$ cat src/rtl/lc4_div_pkg.sv
// Shared types and sizing helpers for the LC4 iterative divider.
// The top and the step module import this package.
package lc4_div_pkg;

    typedef enum logic [1:0] {
        IDLE = 2'd0,
        RUN  = 2'd1,
        DONE = 2'd2
    } div_state_t;

    localparam int DEF_WIDTH          = 16;
    localparam int DEF_BITS_PER_CYCLE = 1;

    // LC4 defines x/0 and x%0 as zero, for both quotient and remainder.
    localparam int DIV_ZERO_RESULT = 0;

    function automatic int div_iters(input int width, input int bits_per_cycle);
        return width / bits_per_cycle;
    endfunction

    function automatic int div_cnt_width(input int iters);
        return (iters > 1) ? $clog2(iters) : 1;
    endfunction

endpackage

$ cat src/rtl/lc4_div_step.sv
// One restoring-division iteration: shift in the next dividend bit, trial-subtract,
// and shift the resulting quotient bit into the shared dividend/quotient word.
module lc4_div_step
    import lc4_div_pkg::*;
#(
    parameter int WIDTH = DEF_WIDTH
) (
    input  logic [WIDTH-1:0] i_rem,
    input  logic [WIDTH-1:0] i_quo,
    input  logic [WIDTH-1:0] i_divisor,
    output logic [WIDTH-1:0] o_rem,
    output logic [WIDTH-1:0] o_quo
);

    // The shifted partial remainder needs one extra bit before the trial subtract.
    logic [WIDTH:0] w_rem_shift;
    logic           w_fits;

    assign w_rem_shift = {i_rem, i_quo[WIDTH-1]};
    assign w_fits      = (w_rem_shift >= {1'b0, i_divisor});

    // When the divisor fits, the difference is below the divisor and fits in WIDTH bits.
    assign o_rem = w_fits ? (w_rem_shift[WIDTH-1:0] - i_divisor) : w_rem_shift[WIDTH-1:0];
    assign o_quo = {i_quo[WIDTH-2:0], w_fits};

endmodule

$ cat src/rtl/lc4_iter_divider.sv
// Multi-cycle unsigned divider for LC4 DIV/MOD with valid/ready handshakes on both sides.
// Resolves BITS_PER_CYCLE quotient bits per RUN cycle; one operation in flight.
module lc4_iter_divider
    import lc4_div_pkg::*;
#(
    parameter int WIDTH          = DEF_WIDTH,
    parameter int BITS_PER_CYCLE = DEF_BITS_PER_CYCLE
) (
    input  logic             clk,
    input  logic             rst,
    input  logic             i_valid,
    output logic             o_ready,
    input  logic [WIDTH-1:0] i_dividend,
    input  logic [WIDTH-1:0] i_divisor,
    input  logic             i_flush,
    output logic             o_valid,
    input  logic             i_ready,
    output logic [WIDTH-1:0] o_quotient,
    output logic [WIDTH-1:0] o_remainder
);

    localparam int                N         = div_iters(WIDTH, BITS_PER_CYCLE);
    localparam int                CNT_W     = div_cnt_width(N);
    localparam logic [CNT_W-1:0]  LAST_ITER = CNT_W'(N - 1);
    localparam logic [WIDTH-1:0]  ZERO_RES  = WIDTH'(DIV_ZERO_RESULT);

    div_state_t       r_state;
    logic [CNT_W-1:0] r_count;
    logic [WIDTH-1:0] r_divisor;
    logic [WIDTH-1:0] r_quo;
    logic [WIDTH-1:0] r_rem;

    // Element 0 is the registered working state; element k is after k iterations.
    logic [WIDTH-1:0] w_rem_chain [BITS_PER_CYCLE+1];
    logic [WIDTH-1:0] w_quo_chain [BITS_PER_CYCLE+1];

    assign w_rem_chain[0] = r_rem;
    assign w_quo_chain[0] = r_quo;

    for (genvar g = 0; g < BITS_PER_CYCLE; g++) begin : g_step
        lc4_div_step #(
            .WIDTH (WIDTH)
        ) u_step (
            .i_rem     (w_rem_chain[g]),
            .i_quo     (w_quo_chain[g]),
            .i_divisor (r_divisor),
            .o_rem     (w_rem_chain[g+1]),
            .o_quo     (w_quo_chain[g+1])
        );
    end

    // NOTE: all state uses non-blocking assignments so every register samples pre-edge values.
    always_ff @(posedge clk) begin
        if (rst || i_flush) begin
            // Flush behaves like reset for the datapath; an i_valid in the same cycle is dropped.
            r_state     <= IDLE;
            r_count     <= '0;
            r_divisor   <= '0;
            r_quo       <= '0;
            r_rem       <= '0;
            o_ready     <= 1'b1;
            o_valid     <= 1'b0;
            o_quotient  <= '0;
            o_remainder <= '0;
        end else begin
            case (r_state)
                IDLE: begin
                    if (i_valid) begin
                        r_divisor <= i_divisor;
                        r_quo     <= i_dividend;
                        r_rem     <= '0;
                        r_count   <= '0;
                        o_ready   <= 1'b0;
                        if (i_divisor == '0) begin
                            r_state     <= DONE;
                            o_valid     <= 1'b1;
                            o_quotient  <= ZERO_RES;
                            o_remainder <= ZERO_RES;
                        end else begin
                            r_state <= RUN;
                        end
                    end
                end

                RUN: begin
                    r_rem   <= w_rem_chain[BITS_PER_CYCLE];
                    r_quo   <= w_quo_chain[BITS_PER_CYCLE];
                    r_count <= r_count + 1'b1;
                    if (r_count == LAST_ITER) begin
                        r_state     <= DONE;
                        o_valid     <= 1'b1;
                        o_quotient  <= w_quo_chain[BITS_PER_CYCLE];
                        o_remainder <= w_rem_chain[BITS_PER_CYCLE];
                    end
                end

                DONE: begin
                    // Results stay put until the consumer takes them.
                    if (i_ready) begin
                        r_state     <= IDLE;
                        r_count     <= '0;
                        o_valid     <= 1'b0;
                        o_ready     <= 1'b1;
                        o_quotient  <= '0;
                        o_remainder <= '0;
                    end
                end

                default: begin
                    r_state     <= IDLE;
                    r_count     <= '0;
                    o_valid     <= 1'b0;
                    o_ready     <= 1'b1;
                    o_quotient  <= '0;
                    o_remainder <= '0;
                end
            endcase
        end
    end

endmodule

$ cat config.mk
export PLATFORM = sky130hd
export DESIGN_NAME = lc4_iter_divider
export DESIGN_NICKNAME = d
export VERILOG_FILES = /design/src/rtl/lc4_div_pkg.sv /design/src/rtl/lc4_div_step.sv /design/src/rtl/lc4_iter_divider.sv
export SDC_FILE = /design/constraint.sdc
export NUM_CORES = 1
export LEC_CHECK = 0
export CAP_MARGIN = 20
export CORE_ASPECT_RATIO = 0.9
export CORE_MARGIN = 3
export CORE_UTILIZATION = 32
export CTS_CLUSTER_SIZE = 28
export DETAILED_ROUTE_END_ITERATION = 8
export HOLD_SLACK_MARGIN = 0.03
export PLACE_DENSITY = 0.63
export RECOVER_POWER = 50
export SLEW_MARGIN = 20
export SYNTH_ARGS = -nofsm -noshare
export SYNTH_HDL_FRONTEND = slang
export SYNTH_SLANG_ARGS = --single-unit
export TNS_END_PERCENT = 1
$ cat constraint.sdc
create_clock -name clk -period 4.2 [get_ports clk]
set_input_delay 0.63 -clock clk [delete_from_list [all_inputs] [get_ports clk]]
set_output_delay 0.63 -clock clk [all_outputs]
set_load 0.1 [all_outputs]
==> run summary, run 1 <==
Slew @ Worst Pin -> 1.36 ns
endpoint of the worst hold path -> o_quotient[0]
switching power total -> 0.656 mW
Largest delay share family, worst path -> compound AO/OA/AOI/OAI gates
number of antenna cells inserted -> 0
Cell Chain, Critical Path -> dlygate4sd3_1, nor2b_1, a211oi_1, a21o_1, a21oi_1, nor2_2, buf_4, a32oi_1, o21ai_1
final RePlAce weighted congestion -> 0.862
number of core rows -> 38
startpoint class of the critical path -> input port
max-capacitance violation count -> 0
number of buffers inserted during clock tree synthesis -> 9
residual antenna-violating net count after detailed routing -> 0
clock latency at the later pin of the worst-skew pair -> 0.34 ns
highest-utilization routing layer at the global route stage -> met1
post-synthesis sequential area ratio -> 42.5%
Peak Freq -> 305 MHz
Die Y -> 114 um
post-route setup TNS -> 0 ns
horizontal die dimension -> 126 um
EDFF count, synth -> 0
met1 Resource Use GR -> 22.9%
number of input and output port buffers inserted -> 70
critical setup path kind -> in -> reg
R2R Path Start -> r_state[1]
nature of the critical path endpoint -> flip-flop
TritonCTS clock tree -> built
post-CTS setup repair buffer count -> 0
multi-input gate area in the final layout -> 2190 sq um
routed vias/inst -> 5.11
max incr delay on CP -> 0.71 ns
Synth Area in XOR/XNOR -> 2.11%
post-synthesis share of cell area spent on and, or, nand and nor gates -> 17.6%
static leakage -> 2.08 nW
Cell Area, Synth -> 4150 sq um
effective utilization at floorplan -> 33.6%
top cell type's share of synthesized area -> 42.5%
list of most frequent post-synthesis cells -> sky130_fd_sc_hd__nand2_1 (89), sky130_fd_sc_hd__dfxtp_1 (88), sky130_fd_sc_hd__nor2_1 (43)
part of the total power dissipated in sequential elements -> 41.4%
global-route wire length before repair -> 17.3 mm
Post-layout nets -> 605
count of unique library cells instantiated by Yosys -> 53
proportion of power drawn by the clock network -> 36.6%
clock sink count -> 88
adder-cell share of the synthesized area -> 5.61%
hold bufs inserted after CTS -> 0
instance area after placement -> 4990 sq um
total non-filler cell area in the finished layout -> 5270 sq um
number of instances on the worst hold path -> 2
ratio of total power to cell area -> 400 nW/um^2
Setup Skew -> 0.00792 ns
net switching fraction of the power -> 31.1%
share of final-layout standard cells stronger than drive strength 1 -> 5.77%
endpoints failing hold -> 0
Warnings, synthesis -> 0
Total Wirelength -> 10.6 mm
cell count after synthesis -> 488
post-route total power -> 2.11 mW
Hold/Removal Path Class -> reg -> reg
post-synthesis area per instance -> 8.50 sq um
global-route total usage across every layer -> 14.7%
post-synthesis compound-gate area fraction -> 25.6%
critical path fanouts, max -> 19
register-to-register path setup slack -> 1.35 ns
routed length per instance -> 14.8 um
grt met3 use -> 2.06%
proportion of synthesized area in mux cells -> 1.75%
detailed-router iteration count before antenna repair -> 4
required time at the endpoint of the critical path -> 4.47 ns
Setup-failing EPs final -> 0
unrepaired setup endpoints after global routing -> no
core region area -> 12,400 sq um
fill count -> 1,251
hold path startpoint -> o_quotient[0]
combinational power share -> 22.0%
initial antenna violation count -> 0
data arrival time at the worst-slack endpoint -> 3.55 ns
met2 GRT Util -> 20.5%
post-synthesis register bit count -> 88
final period utilization -> 78.1%
overall via count from detail_route -> 3,656
vias in the first global route -> 3,340
cell type of the slowest stage on the worst timing path -> sky130_fd_sc_hd__a211oi_1
post-CTS clock slew at the launch and capture registers of the worst setup and hold paths -> 0.06 ns
worst slew slack as a fraction of its limit -> 9.45%
post-cts repair resize count -> 0
peak ir drop on the vdd network -> 0.000229 V
Buf+Inv Stages, Crit Path -> 2
dominant cells by area after synthesis -> sky130_fd_sc_hd__dfxtp_1 (42%), sky130_fd_sc_hd__nand2_1 (8.1%), sky130_fd_sc_hd__a22o_1 (6.3%), sky130_fd_sc_hd__ha_1 (5.1%), sky130_fd_sc_hd__a21oi_1 (4.1%)
post-layout min period -> 3.28 ns
reg2reg path depth -> 8
Seq. cell area -> 1760 sq um
largest net degree at the start of global routing -> 43
die outline area -> 14,400 sq um
remaining global-route overflow -> 0
htree depth -> 3
deepest clock path buffer count -> 2
fraction of synthesis flops using an asynchronous set or reset pin -> 0%
cell chosen for the clock root -> sky130_fd_sc_hd__clkbuf_16
worst reg2reg path endpoint -> o_remainder[11]
relative area change from synthesis to final layout -> 27.0%
outcome -> completed
half-perimeter wire length of the detailed placement result -> 7.93 mm
syn_nets -> 543
total count of max-transition violations in the final report -> 0
Internal Dissipation -> 1.45 mW
DRC Markers -> 0
number of placed I/O pins -> 71
combinational family with the most area after synthesis -> compound AO/OA/AOI/OAI gates
drt initial violations -> 280
Main synth FF type -> sky130_fd_sc_hd__dfxtp_1
cell type contributing the most total cell area after synthesis -> sky130_fd_sc_hd__dfxtp_1
Final Core Density -> 42.6%
count leader, synth -> sky130_fd_sc_hd__nand2_1
## final cells by class
type / count / area share (%)
flip-flops and latches: 88 / 33.4
well taps: 160 / 3.80
multi-input cells: 352 / 41.5
inverters: 22 / 1.57
clock buffers: 9 / 4.27
clock inverters: 7 / 1.21
repair buffers: 77 / 14.2
## sequential cells by signal, indices dropped and copies added, names as in the netlist
signal       cells
r_quo           16
r_divisor       16
o_quotient      16
r_state          2
o_ready          1
r_rem           16
r_count          4
o_valid          1
o_remainder     16
## how the worst max path moves through the flow
stage / startpoint / endpoint / cells past startpoint
after floorplan: r_divisor[10] / o_remainder[7] / 9
after global placement: i_valid / o_remainder[11] / 9
after detailed placement: i_valid / o_remainder[11] / 9
after CTS: i_valid / o_remainder[11] / 9
after global routing: i_valid / o_remainder[11] / 9
final: i_valid / o_remainder[11] / 9
## cell usage in the layout, fill, tap and decap left out, types with 6 or more instances in the layout
| master | Yosys | final |
|---|---|---|
| sky130_fd_sc_hd__clkdlybuf4s50_1 | 0 | 47 |
| sky130_fd_sc_hd__dlygate4sd3_1 | 0 | 23 |
| sky130_fd_sc_hd__nor2b_1 | 6 | 6 |
| sky130_fd_sc_hd__a22o_1 | 30 | 30 |
| sky130_fd_sc_hd__o21a_1 | 7 | 7 |
| sky130_fd_sc_hd__inv_1 | 22 | 22 |
| sky130_fd_sc_hd__a311oi_1 | 15 | 15 |
| sky130_fd_sc_hd__buf_4 | 1 | 6 |
| sky130_fd_sc_hd__dfxtp_1 | 88 | 88 |
| sky130_fd_sc_hd__xnor2_1 | 6 | 6 |
| sky130_fd_sc_hd__nand2_1 | 89 | 89 |
| sky130_fd_sc_hd__a211oi_1 | 6 | 7 |
| sky130_fd_sc_hd__o21ai_0 | 7 | 7 |
| sky130_fd_sc_hd__ha_1 | 17 | 17 |
| sky130_fd_sc_hd__a21oi_1 | 34 | 34 |
| sky130_fd_sc_hd__clkbuf_16 | 0 | 9 |
| sky130_fd_sc_hd__o21ai_1 | 21 | 21 |
| sky130_fd_sc_hd__nor2_1 | 43 | 41 |
## power by group through the flow
stage	registers [mW]	clock network, mW	logic [mW]
2_1_floorplan	0.911	0	0.334
3_3_place_gp	0.890	0	0.460
3_5_place_dp	0.891	0	0.462
4_1_cts	0.872	0.785	0.464
5_1_grt	0.875	0.823	0.511
6_report	0.872	0.771	0.463
## worst min-delay path: cells and delay by family, from the launching register on
family,cells,cell delay [ns]
simple gates,2,0.09
flops,1,0.31
## routing by layer
| metal | wire length, um | share of wire, % | vias to the layer above |
|---|---|---|---|
| met4 | 164 | 1.6 | 0 |
| li1 | - | - | 1868 |
| met2 | 4360 | 41 | 90 |
| met5 | 0 | 0 | - |
| met1 | 5530 | 52 | 1685 |
| met3 | 518 | 4.9 | 13 |
## per-stage QoR
stage | hold slack [ns] | setup WS [ns] | instances
global placement | 0.438 | 1.07 | 699
CTS | 0.455 | 1.28 | 715
detailed placement | 0.446 | 0.923 | 699
floorplan | 0.436 | 1.84 | 488
finish | 0.447 | 0.919 | 715
global route | 0.471 | 0.502 | 715
## cell families after synthesis
| kind of cell | count (synthesis) |
|---|---|
| AOI/OAI and AO/OA | 148 |
| xor gates and xnor gates | 10 |
| adders and majority gates | 18 |
| buffers and inverters | 48 |
| DFF | 88 |
| muxes | 7 |
| and+or+nand+nor | 169 |
(Power assumes the default switching activity.)
==> inputs of run 2 (changes only) <==
PLACE_DENSITY = 0.65   (was 0.63)
clock period = 3 ns   (was 4.2 ns; I/O delays follow)
==> run 2 against run 1 <==
Sequential share of layout area is 1.2 points higher. Register-to-register slack worse by 1.2 ns. Global-route usage is 0.17 points higher. Critical path depth is 1 lower. Critical endpoint is now o_remainder[8]. Highest routed layer unchanged.
==> run summary, run 2 (same netlist as run 1, synthesis figures left out) <==
largest net degree at the start of global routing -> 33 (was 43)
data arrival time at the worst-slack endpoint -> 3.05 ns (was 3.55 ns)
nature of the critical path endpoint -> flip-flop (unchanged)
ratio of total power to cell area -> 578 nW/um^2 (was 400 nW/um^2)
number of placed I/O pins -> 71 (unchanged)
number of antenna cells inserted -> 0 (unchanged)
instance area after placement -> 4950 sq um (was 4990 sq um)
outcome -> completed (unchanged)
post-route setup TNS -> 0 ns (unchanged)
max incr delay on CP -> 0.49 ns (was 0.71 ns)
core region area -> 12,400 sq um (unchanged)
remaining global-route overflow -> 0 (unchanged)
worst-case hold slack -> 0.444 ns (was 0.447 ns)
Buf+Inv Stages, Crit Path -> 1 (was 2)
TritonCTS clock tree -> built (unchanged)
deepest clock path buffer count -> 2 (unchanged)
critical setup path kind -> reg -> reg (was in -> reg)
post-CTS clock slew at the launch and capture registers of the worst setup and hold paths -> 0.07 ns (was 0.06 ns)
Total Wirelength -> 10.9 mm (was 10.6 mm)
relative area change from synthesis to final layout -> 22.6% (was 27.0%)
share of final-layout standard cells stronger than drive strength 1 -> 6.60% (was 5.77%)
post-layout min period -> 2.82 ns
clock sink count -> 88 (unchanged)
Largest delay share family, worst path -> simple AND/OR/NAND/NOR gates (was compound AO/OA/AOI/OAI gates)
required time at the endpoint of the critical path -> 3.22 ns (was 4.47 ns)
R2R Path Start -> r_divisor[10] (was r_state[1])
number of input and output port buffers inserted -> 70 (unchanged)
total count of max-transition violations in the final report -> 0 (unchanged)
Post-layout nets -> 611 (was 605)
worst slew slack as a fraction of its limit -> 17.4% (was 9.45%)
post-cts repair resize count -> 0 (unchanged)
initial antenna violation count -> 0 (unchanged)
overall via count from detail_route -> 3,697 (was 3,656)
peak ir drop on the vdd network -> 0.000289 V (was 0.000229 V)
Setup crit start -> r_divisor[10] (was i_valid)
post-route total power -> 2.94 mW (was 2.11 mW)
number of placed cells counting well taps -> 705 (was 699)
hold bufs inserted after CTS -> 0 (unchanged)
register-to-register path setup slack -> 0.18 ns (was 1.35 ns)
number of buffers inserted during clock tree synthesis -> 9 (unchanged)
Setup Skew -> 0.00624 ns (was 0.00792 ns)
residual antenna-violating net count after detailed routing -> 0 (unchanged)
routed vias/inst -> 5.13 (was 5.11)
final RePlAce weighted congestion -> 0.908 (was 0.862)
startpoint class of the critical path -> flip-flop (was input port)
static leakage -> 1.96 nW (was 2.08 nW)
dpl ws -> 0.220 ns (was 0.923 ns)
fill count -> 1,250 (was 1,251)
Cell Chain, Critical Path -> inv_1, ha_1, and4_1, or4b_1, nor2_1, a211o_4, mux2_1, a22o_1 (was dlygate4sd3_1, nor2b_1, a211oi_1, a21o_1, a21oi_1, nor2_2, buf_4, a32oi_1, o21ai_1)
die outline area -> 14,400 sq um (unchanged)
Setup-failing EPs final -> 0 (unchanged)
most frequent cells in the layout -> sky130_fd_sc_hd__nand2_1 (89), sky130_fd_sc_hd__dfxtp_1 (88), sky130_fd_sc_hd__nor2_1 (41), sky130_fd_sc_hd__clkbuf_1 (36), sky130_fd_sc_hd__clkdlybuf4s50_1 (35) (was sky130_fd_sc_hd__nand2_1 (89), sky130_fd_sc_hd__dfxtp_1 (88), sky130_fd_sc_hd__clkdlybuf4s50_1 (47), sky130_fd_sc_hd__nor2_1 (41), sky130_fd_sc_hd__a21oi_1 (34))
number of core rows -> 38 (unchanged)
post-CTS setup repair buffer count -> 0 (unchanged)
cell type of the slowest stage on the worst timing path -> sky130_fd_sc_hd__or4b_1 (was sky130_fd_sc_hd__a211oi_1)
final period utilization -> 94.1%
Hold/Removal Path Class -> reg -> reg (unchanged)
detailed-router iteration count before antenna repair -> 4 (unchanged)
total non-filler cell area in the finished layout -> 5090 sq um (was 5270 sq um)
global-route wire length before repair -> 17.6 mm (was 17.3 mm)
critical path fanouts, max -> 22 (was 19)
horizontal die dimension -> 126 um (unchanged)
global-route total usage across every layer -> 14.9% (was 14.7%)
vias in the first global route -> 3,500 (was 3,340)
Slew @ Worst Pin -> 1.24 ns (was 1.36 ns)
Final Core Density -> 41.1% (was 42.6%)
effective utilization at floorplan -> 33.6% (unchanged)
max-capacitance violation count -> 0 (unchanged)
half-perimeter wire length of the detailed placement result -> 8.29 mm (was 7.93 mm)
most frequent standard cell in the layout excluding fill and tap cells -> sky130_fd_sc_hd__nand2_1 (unchanged)
worst-case setup margin in the final layout -> 0.176 ns (was 0.919 ns)
clock latency at the later pin of the worst-skew pair -> 0.33 ns (was 0.34 ns)
routed length per instance -> 15.1 um (was 14.8 um)
unrepaired setup endpoints after global routing -> no (unchanged)
drt initial violations -> 232 (was 280)
cell chosen for the clock root -> sky130_fd_sc_hd__clkbuf_16 (unchanged)
htree depth -> 3 (unchanged)
DRC Markers -> 0 (unchanged)
Peak Freq -> 354 MHz
endpoints failing hold -> 0 (unchanged)
hold path startpoint -> o_quotient[0] (unchanged)
Final Non-Filler Cells -> 721 (was 715)
Die Y -> 114 um (unchanged)
## run 2: worst paths after layout
path,end,cells past startpoint
setup / recovery,o_remainder[8],8
hold / removal,o_quotient[0],2
setup reg to reg,o_remainder[8],8
hold reg to reg,o_quotient[0],2
## run 2: power by group
group          internal [mW]  switching (mW)
sequential              1.20          0.0229
combinational          0.259           0.404
clock                  0.569           0.490
total                   2.03           0.917
## run 2: worst reg2reg max path, cell delays in order, from the launching register on
cell and delay [ns]:
sky130_fd_sc_hd__dfxtp_1 0.33, sky130_fd_sc_hd__inv_1 0.04, sky130_fd_sc_hd__ha_1 0.41, sky130_fd_sc_hd__and4_1 0.26, sky130_fd_sc_hd__or4b_1 0.49, sky130_fd_sc_hd__nor2_1 0.21, sky130_fd_sc_hd__a211o_4 0.35, sky130_fd_sc_hd__mux2_1 0.40
sky130_fd_sc_hd__a22o_1 0.21
## run 2: per-layer routing
layer / wire [um] / track usage, %
met4: 138 / 4.79
met3: 470 / 2.11
met2: 4610 / 22.1
met1: 5660 / 22.3
met5: 0 / 0
## run 2: area by class of cell
| class | instances | area, sq um | share of cell area [%] |
|---|---|---|---|
| clock buffer | 9 | 225 | 4.43 |
| clock inverter | 7 | 52.6 | 1.03 |
| inverter | 22 | 82.6 | 1.62 |
| multi-input combinational | 352 | 2190 | 43.0 |
| sequential | 88 | 1760 | 34.6 |
| tap | 160 | 200 | 3.94 |
| timing repair buffer | 83 | 578 | 11.4 |
==> variant: new RTL, config.mk and constraints of run 1 <==
Change the package constant `DEF_WIDTH` from 16 to 32.
--- a/src/rtl/lc4_div_pkg.sv
+++ b/src/rtl/lc4_div_pkg.sv
@@ -8,7 +8,7 @@
         DONE = 2'd2
     } div_state_t;
 
-    localparam int DEF_WIDTH          = 16;
+    localparam int DEF_WIDTH          = 32;
     localparam int DEF_BITS_PER_CYCLE = 1;
 
     // LC4 defines x/0 and x%0 as zero, for both quotient and remainder.
Ports: changed (resized i_dividend, i_divisor, o_quotient and o_remainder); port bits go from 71 to 135. The function was not compared with the original's and may differ.
==> variant against run 1 <==
- the flow now finishes with violations (capacitance limit, slew limit)
- setup slack improved by 0.042 ns
- clock power rose by 110%
- sequential cell count rose by 81
- total power rose by 97%
- critical path type is now register to register
- wire length rose by 120%
- final area rose by 100%
- area after synthesis rose by 100%
- sequential share of layout area fell by 1.4 points
- worst hold slack barely moved
- synthesized cell count rose by 110%
- die area rose by 94%
- largest cell class unchanged
- critical path depth rose by 3
- clock skew rose by 0.0051 ns
- via count rose by 110%
==> variant: results (changes against run 1) <==
Largest net degree at the start of global routing: 73 (was 43)
Max Cap Viol: 1 (was 0)
VDD IR max: 271 uV (was 229 uV)
Reg clk slew, reported paths: 0.08 ns (was 0.06 ns)
Routed wl met2: 10000 um (was 4360 um)
Top post-synthesis cells by count: 217 x nand2_1, 169 x dfxtp_1, 64 x o21ai_0 (was 89 x nand2_1, 88 x dfxtp_1, 43 x nor2_1)
DPL Wire Length: 17100 um (was 7930 um)
Netlist cell types: 68 (was 53)
Clock latency on the worst-skew pair: 0.44 ns (was 0.34 ns)
Fin nets: 1217 (was 605)
Area Growth Syn to Fin: 27.4% (was 27.0%)
Syn_area_per_cell: 8.23 um^2 (was 8.50 um^2)
Register area share after synthesis: 0.408 (was 0.425)
Metal1 wirelength: 11600 um (was 5530 um)
Met1 Track Usage GR: 0.235 (was 0.229)
WP data arrival: 3.59 ns (was 3.55 ns)
Gr usage total: 0.168 (was 0.147)
Worst-path maximum fanout: 20 (was 19)
H-tree depth: 4 (was 3)
Status: finished with violations (was completed)
Final Skew: 0.0130 ns (was 0.00792 ns)
Detailed Route Iter0 Violations: 472 (was 280)
Relative slew slack: -0.0991 (was 0.0945)
Share of cells above drive strength 1: 0.0586 (was 0.0577)
Count of pins over their slew limit: 73 (was 0)
First-pass GRT wire length: 38200 um (was 17300 um)
Internal power: 0.00283 W (was 0.00145 W)
Crit path max-delay family: compound AO/OA/AOI/OAI gates (unchanged)
Synth top area cells: dfxtp_1 41%, nand2_1 9.8%, ha_1 5.1% (was dfxtp_1 42%, nand2_1 8.1%, a22o_1 6.3%)
GRT met3 Usage: 0.0516 (was 0.0206)
Syn_nets: 1112 (was 543)
Worst path max stage delay: 0.44 ns (was 0.71 ns)
Violated checks: capacitance limit, slew limit
Via Count: 7560 (was 3656)
Setup WS pre-CTS: 0.584 ns (was 0.923 ns)
Critical path's slowest cell: mux2_1 (was a211oi_1)
RD Place Congestion: 0.899 (was 0.862)
Dpl cells: 1435 (was 699)
Routed WL: 23800 um (was 10600 um)
DP Area: 0.00994 mm^2 (was 0.00499 mm^2)
Port Buf Inserts: 134 (was 70)
CTS Buf Count: 17 (was 9)
[variant: changes by cell type in the layout (fill, tap and decap cells not counted), sizes merged, moves of 20 or more]
cell / delta
nand2: +128
dfxtp: +81
o21ai: +48
clkdlybuf4s50: +39
a21oi: +25
dlygate4sd3: +25
inv: +23
mux2i: +20
[variant: cell families after synthesis]
family	Yosys count	synth area share
xor gates and xnor gates	25	0.0273
and+or+nand+nor	364	0.188
muxes	29	0.0356
buffers and inverters	101	0.0496
adders and majority gates	35	0.0537
AOI/OAI and AO/OA	285	0.238
DFF	169	0.408
[variant: worst paths after layout]
kind,slack [ns],cells past startpoint,to,startpoint
worst min register to register,0.45,2,o_remainder[12],o_remainder[12]
worst max register to register,0.96,12,r_rem[1],r_divisor[24]
worst max-delay path,0.96,12,r_rem[1],r_divisor[24]
worst min-delay path,0.45,2,o_remainder[12],o_remainder[12]
[variant: power groups by stage]
stage | clock network, W | registers [W] | logic (W)
3_5_place_dp | 0 | 0.00169 | 0.000874
4_1_cts | 0.00164 | 0.00165 | 0.000880
6_report | 0.00161 | 0.00165 | 0.000885
5_1_grt | 0.00170 | 0.00166 | 0.000969
2_1_floorplan | 0 | 0.00169 | 0.000646
3_3_place_gp | 0 | 0.00169 | 0.000872
[variant: layout make-up]
class | instances | area share
multi-input combinational | 738 | 0.429
sequential | 169 | 0.320
timing repair buffer | 150 | 0.140
tap | 342 | 0.0405
clock buffer | 17 | 0.0403
clock inverter | 15 | 0.0174
inverter | 37 | 0.0131
[variant: worst reg2reg max path: cells and delay by family (launching register included)]
kind	cells	cell delay, ns
AND/OR/NAND/NOR	3	0.46
multiplexers	1	0.45
flip-flops	1	0.34
adder cells (fa/ha/maj)	1	0.31
AO/OA/AOI/OAI	4	0.99
buffers and inverters	3	0.62
